<file path="src/rtl/uart_pkg.sv">
// Shared definitions for the UART transmitter: FSM states, line levels and
// parity-type encodings.
package uart_pkg;

  typedef enum logic [2:0] {
    IDLE,
    START,
    DATA,
    PARITY,
    STOP
  } tx_state_e;

  typedef enum logic {
    PARITY_EVEN = 1'b0,
    PARITY_ODD  = 1'b1
  } parity_type_e;

  localparam logic START_BIT  = 1'b0;
  localparam logic STOP_BIT   = 1'b1;
  localparam logic IDLE_LEVEL = 1'b1;

endpackage

</file>
<file path="src/rtl/uart_tx_parity_calc.sv">
// Combinational parity bit for a latched UART data word.
// Even parity makes the total count of ones even; odd makes it odd.
module uart_tx_parity_calc
  import uart_pkg::*;
#(
  parameter int DATA_WIDTH = 8
) (
  input  logic [DATA_WIDTH-1:0] data,
  input  logic                  parity_type,
  output logic                  parity_bit
);

  always_comb begin
    parity_bit = ^data;
    if (parity_type == PARITY_ODD) parity_bit = ~^data;
  end

endmodule

</file>
<file path="src/rtl/uart_tx.sv">
// UART frame serializer: start bit, LSB-first data, optional parity, stop bit.
// One bit per clock; TX_out and busy are both registered.
module uart_tx
  import uart_pkg::*;
#(
  parameter int DATA_WIDTH = 8
) (
  input  logic                  clk,
  input  logic                  reset,
  input  logic                  parity_type,
  input  logic                  parity_enable,
  input  logic                  data_valid,
  input  logic [DATA_WIDTH-1:0] parallel_data,
  output logic                  TX_out,
  output logic                  busy
);

  localparam int CNT_W = (DATA_WIDTH > 1) ? $clog2(DATA_WIDTH) : 1;
  localparam logic [CNT_W-1:0] LAST_BIT = CNT_W'(DATA_WIDTH - 1);
  localparam logic [CNT_W-1:0] CNT_ONE  = CNT_W'(1);

  tx_state_e             state_q, state_d;
  logic [CNT_W-1:0]      cnt_q, cnt_d;
  logic [DATA_WIDTH-1:0] shift_q, shift_d;
  logic [DATA_WIDTH-1:0] data_q;
  logic                  ptype_q, pen_q;
  logic                  tx_d, busy_d, load;
  logic                  parity_bit;

  uart_tx_parity_calc #(
    .DATA_WIDTH(DATA_WIDTH)
  ) u_parity (
    .data       (data_q),
    .parity_type(ptype_q),
    .parity_bit (parity_bit)
  );

  // Next-state logic also produces the next line level so TX_out is a flop.
  always_comb begin
    state_d = state_q;
    cnt_d   = cnt_q;
    shift_d = shift_q;
    tx_d    = IDLE_LEVEL;
    busy_d  = 1'b1;
    load    = 1'b0;
    case (state_q)
      IDLE: begin
        busy_d = 1'b0;
        if (data_valid) begin
          load    = 1'b1;
          shift_d = parallel_data;
          cnt_d   = '0;
          tx_d    = START_BIT;
          busy_d  = 1'b1;
          state_d = START;
        end
      end
      START: begin
        tx_d    = shift_q[0];
        shift_d = shift_q >> 1;
        state_d = DATA;
      end
      DATA: begin
        if (cnt_q == LAST_BIT) begin
          if (pen_q) begin
            tx_d    = parity_bit;
            state_d = PARITY;
          end else begin
            tx_d    = STOP_BIT;
            state_d = STOP;
          end
        end else begin
          cnt_d   = cnt_q + CNT_ONE;
          tx_d    = shift_q[0];
          shift_d = shift_q >> 1;
        end
      end
      PARITY: begin
        tx_d    = STOP_BIT;
        state_d = STOP;
      end
      STOP: begin
        busy_d  = 1'b0;
        state_d = IDLE;
      end
      default: begin
        busy_d  = 1'b0;
        state_d = IDLE;
      end
    endcase
  end

  always_ff @(posedge clk or posedge reset) begin
    if (reset) begin
      state_q <= IDLE;
      cnt_q   <= '0;
      shift_q <= '0;
      data_q  <= '0;
      ptype_q <= 1'b0;
      pen_q   <= 1'b0;
      TX_out  <= IDLE_LEVEL;
      busy    <= 1'b0;
    end else begin
      state_q <= state_d;
      cnt_q   <= cnt_d;
      shift_q <= shift_d;
      TX_out  <= tx_d;
      busy    <= busy_d;
      // Frame configuration is frozen at acceptance.
      if (load) begin
        data_q  <= parallel_data;
        ptype_q <= parity_type;
        pen_q   <= parity_enable;
      end
    end
  end

endmodule

</file>
<file path="config.mk">
export PLATFORM = sky130hd
export DESIGN_NAME = uart_tx
export DESIGN_NICKNAME = d
export VERILOG_FILES = /design/src/rtl/uart_pkg.sv /design/src/rtl/uart_tx_parity_calc.sv /design/src/rtl/uart_tx.sv
export SDC_FILE = /design/constraint.sdc
export NUM_CORES = 1
export LEC_CHECK = 0
export BUFFER_PORTS_ARGS = -buffer_cell sky130_fd_sc_hd__buf_2
export CAP_MARGIN = 20
export CORE_ASPECT_RATIO = 1.75
export CORE_MARGIN = 3
export CORE_UTILIZATION = 35
export CTS_BUF_LIST = sky130_fd_sc_hd__clkbuf_8
export DETAILED_ROUTE_END_ITERATION = 12
export MAX_ROUTING_LAYER = met4
export SYNTH_ARGS = -nofsm -noshare
export SYNTH_HDL_FRONTEND = slang
export SYNTH_SLANG_ARGS = --single-unit
</file>
<file path="constraint.sdc">
create_clock -name clk -period 1.97 [get_ports clk]
set_input_delay 0.394 -clock clk [delete_from_list [all_inputs] [get_ports clk]]
set_output_delay 0.394 -clock clk [all_outputs]
set_load 0.1 [all_outputs]
</file>
== After elaboration in Yosys (flattened, before gate mapping) ==
Cells that the tools add are included.
Word-level totals
  flip-flop bits (word level): 26
  word-level logic and storage cells: 43
  output and inout port bits: 2
Cells by class
  add/subtract/negate cells: 1
  reductions and logical operators: 9
  equal/unequal tests: 7
  multiplexer cells: 18
Operators with widths (number)
  case mux 8 bit (3 select lines): 1
  two-way mux 8 bit: 2
  two-way mux 3 bit: 5
  case mux 3 bit (4 select lines): 1
  XNOR reduction 8 bit: 1
  XOR reduction 8 bit: 1
  == test 3 x 2 -> 1 bit (second input constant): 2
  two-way mux 1 bit: 6
  != test 2 bit (second input constant): 3
  case mux 3 bit (2 select lines): 1
  AND reduction 3 bit: 2
  adder 3 x 1 -> 3 bit (second input constant): 1
  == test 3 x 1 -> 1 bit (second input constant): 1
  == test 3 bit (second input constant): 1
  zero test 3 bit: 1
  case mux 1 bit (3 select lines): 1
  nonzero test 3 bit: 1
  OR reduction 3 bit: 1
  case mux 1 bit (2 select lines): 1
  AND reduction 2 bit: 1
  nonzero test 2 bit: 1

== Depth between registers and ports, before layout ==
  depth in word-level cells: 5
  mapped depth: 7
  mapped depth without buffers: 6

== Hierarchy ==
Synthesis repeated with hierarchy kept, for this count alone.
Second synthesis, totals
  cells, all modules: 113
  area total of the unflattened synthesis: 1320.0 µm²
Modules (own cells, without submodules)
  uart_tx: instances 1, sequential area each 651.9 µm², area an instance 1237.4 µm², cells an instance 106
  uart_tx_parity_calc: instances 1, sequential area each 0.0 µm², area an instance 82.6 µm², cells an instance 7

== Worst setup path after synthesis ==
Ideal clock, no wire load.
  path kind: reg2reg
  start: register cnt_q[0]
  end: register shift_q[0]
  setup slack: 0.348 ns
  data required time: 1.893 ns
  stages on the path, launching flop included: 8
  clock period less this slack: 1.622 ns
  arrival time: 1.545 ns
  library setup time: 0.077 ns
  path buffers: 1
  cells stage by stage: dfrtp_1 ha_1 ha_1 o21a_1 nor3_2 buf_4 nor2_1 a21oi_1
Between the ends
  cells in the longest elaborated chain, start to end: 3
RTL lines
  start, declared: line uart_tx.sv:23  | logic [CNT_W-1:0] cnt_q, cnt_d;
  start signal, assigned: line uart_tx.sv:105  | cnt_q <= cnt_d;
  == test 3 bit: line uart_tx.sv:64  | if (cnt_q == LAST_BIT) begin
  != test 2 bit (no line)
  AND reduction 3 bit (no line)
  end signal, assigned: line uart_tx.sv:106  | shift_q <= shift_d;
  end, declared: line uart_tx.sv:24  | logic [DATA_WIDTH-1:0] shift_q, shift_d;
Every way passes these cells.
A chain may end at the register's enable or synchronous reset.

== Worst setup path after layout ==
  start: register state_q[1]
  end: register ptype_q
Between the ends
  cells in the longest elaborated chain, start to end: 2
RTL lines
  start, declared: line uart_tx.sv:22  | tx_state_e state_q, state_d;
  start signal, assigned: line uart_tx.sv:104  | state_q <= state_d;
  zero test 3 bit: line uart_tx.sv:46  | case (state_q)
  two-way mux 1 bit: line uart_tx.sv:46
  end signal, assigned: line uart_tx.sv:112  | ptype_q <= parity_type;
  end, declared: line uart_tx.sv:26  | logic ptype_q, pen_q;
Every way passes these cells.

==> out/metrics.cfg <==
[route]
route.met3.wl_um = 58
drt-total-wl_um = 2140
drtAntennaViolNets = 0
wl_met2_um = 1090
via_count = 844
wl_per_cell_um = 12.4
dr.pass1.iters = 4
routed.top_layer = met4
first_iter_violations = 29
via_per_inst = 4.88
wl_met1_um = 955
drc = 0

[logic_synthesis]
yosys.cell_types.count = 30
synth_warnings = 0
yosysSeqAreaShare_pct = 52.4
synth.avg_cell_area_um2 = 11.1
synth_nets = 127
synth_cells = 112
ys_ff_latch = 26
netlist_area_mm2 = 0.00124

[cells_and_area]
fin_util_pct = 41.9
drive_gt1_share_pct = 25.8
area_growth_pct = 14.4
diodes = 0
fin_nets = 144

[worst_setup_path]
cp_top_family = flip-flops
path_cells = nand2b_1, nor3_1, buf_4, mux2_2
cp.depth = 4
startpoint = state_q[1]
reg2reg_from = state_q[1]
slowest_stage = dfrtp_1
worst-endpoint-arrival_ns = 1.80
critPathBufInv = 1
r2r_slack_ns = 0.32
r2r-end = ptype_q
slowest_delay_ns = 0.54
reg2reg_depth = 4
worstSetupPathType = flop to flop
startpoint_type = flop
crit_path_max_fanout = 14
endpoint_kind = flop
critPathCapture = ptype_q
critPathRequiredTime_ns = 2.13

[grt]
grt_use_total_pct = 11.2
grt_max_degree = 27
overflow = 0
grt_pass1_wl_um = 3620
antenna_found_initial = 0
grt_pass1_vias = 830

[power]
p_per_area_mw_per_mm2 = 1870
irDropWorstVdd_mv = 0.861
p_leak_nw = 0.650
fin_total_pwr_w = 0.00266

[placement]
dp_hpwl_um = 1590
io_buffers = 14
place_ws_ns = 0.335
finalWeightedCongestion = 0.790

[timing]
rsz0062_at_grt = no
max_freq_ghz = 0.608
post-route-period-util_pct = 83.5
fin_skew_ns = 0.00345
final-max-slew-violation-count = 0
finalCriticalPeriod_ns = 1.65
setup_ws_ns = 0.325
slew_headroom_pct = 68.0
finalHoldViolations = 0
timing.setup.tns_ns = 0
setup_viol = 0
tightestPinTransition_ns = 0.483

[floorplan]
core_mm2 = 0.00340
start_util_pct = 36.6
die_y_um = 84.9
die_w_um = 51.1
design.die.area_mm2 = 0.00434
top_level_ports = 15
rows = 28

[clocking]
cts.htree.levels = 1
cts_setup_buffers = 0
hold_buffers = 0
cts_resized = 0
root_buffer = clkbuf_8
tritoncts = done
clkTransAtPathRegs_ns = 0.09
numCtsBuffers = 3
worstSkewPairLatency_ns = 0.27
cts.sinks = 26
cts.path.max_buffers = 2

[job]
max_cap_viol_count = 0

[worst_hold_path]
hp-class = input port to asynchronous set/reset pin

[outcome]
status = finished clean

==> power by group <==
part | internal, W | switching (W) | leakage, nW
logic | 0.000656 | 0.000663 | 0.312
clock network | 0.000179 | 0.000161 | 0.0288
registers | 0.000796 | 0.000204 | 0.309
total | 0.00163 | 0.00103 | 0.650
==> registers in the layout, indices dropped and copies added (netlist names) <==
| name | count |
|---|---|
| ptype_q | 1 |
| TX_out | 1 |
| data_q | 8 |
| pen_q | 1 |
| cnt_q | 3 |
| shift_q | 8 |
| state_q | 3 |
| busy | 1 |
==> logic make-up (layout without fill, tap and decap cells) <==
logic type      Yosys count  after routing  share of synthesized area (%)
buf+inv                  10             26                           3.82
flops                    26             26                           52.4
mux                      16             16                           13.7
fa+ha+maj                 2              2                           2.01
simple gates             27             27                           10.1
compound gates           23             23                           11.4
xor+xnor                  8              8                           6.73
==> cells in the final DEF, fill, tap and decap left out <==
cell	n
nand2_1	8
nor3_2	1
dfrtp_1	25
clkbuf_8	4
a211oi_1	1
buf_2	14
a22o_1	3
xnor3_1	1
nor2_1	10
o21a_1	1
xnor2_1	6
buf_4	4
nor2_2	1
mux2_2	8
a41o_1	1
dfstp_2	1
nand2b_1	1
o21ai_0	7
nor3_1	2
nor3b_1	1
nor2b_1	1
a21o_1	1
mux2i_1	8
inv_1	4
a21oi_1	8
a21boi_0	1
nor4_1	1
nand3_1	1
xor2_1	1
ha_1	2
==> area by class of cell <==
class	count	area, um2
multi-input cells	76	546
inverters	4	15.0
well taps	45	56.3
fillers	354	1970
flip-flops and latches	26	652
clock buffers	4	55.1
repair buffers	18	100
==> how the worst min path moves through the flow <==
| stage | slack (ns) | to | start | cells past startpoint |
|---|---|---|---|---|
| after floorplan | 0.43 | busy | reset | 1 |
| after global placement | 0.46 | ptype_q | reset | 3 |
| after detailed placement | 0.47 | data_q[6] | reset | 3 |
| after CTS | 0.17 | shift_q[3] | reset | 3 |
| after global routing | 0.19 | cnt_q[2] | reset | 3 |
| final | 0.16 | cnt_q[2] | reset | 3 |
==> layer usage <==
layer	vias to the layer above	global-route usage (%)
li1	413	-
met2	13	18.2
met5	-	-
met3	4	1.58
met4	0	4.41
met1	414	13.7
==> cell usage after synthesis <==
library cell  count  share of area [%]
mux2i_1           8                6.4
a21oi_1           8                3.2
buf_4             2                1.2
o21ai_0           7                2.8
nand2_1           8                2.4
nor2b_1           1               0.50
nand3_1           1               0.40
a22o_1            3                2.1
buf_2             2               0.80
xnor3_1           1                1.8
mux2_2            8                7.2
nor3_2            1               0.80
xor2_1            1               0.70
nor2_1           10                3.0
clkbuf_1          2               0.60
nand2b_1          1               0.50
xnor2_1           6                4.2
a21o_1            1               0.60
nor2_2            1               0.50
o21a_1            1               0.60
a41o_1            1               0.80
nor3_1            2               0.80
dfstp_2           1                2.1
nor4_1            1               0.50
a211oi_1          1               0.60
ha_1              2                2.0
a21boi_0          1               0.60
nor3b_1           1               0.60
dfrtp_1          25                 50
inv_1             4                1.2
==> stage by stage <==
step                instances  hold slack [ns]  area (um2)
floorplan                 112            0.433        1240
global placement          169            0.462        1370
detailed placement        169            0.472        1370
CTS                       173            0.174        1420
global route              173            0.186        1420
finish                    173            0.158        1420
==> worst min-delay path, delay by kind of cell <==
kind / cells / cell delay, ns
buffers and inverters: 3 / 0.43
Power figures use the tool's default switching activity.
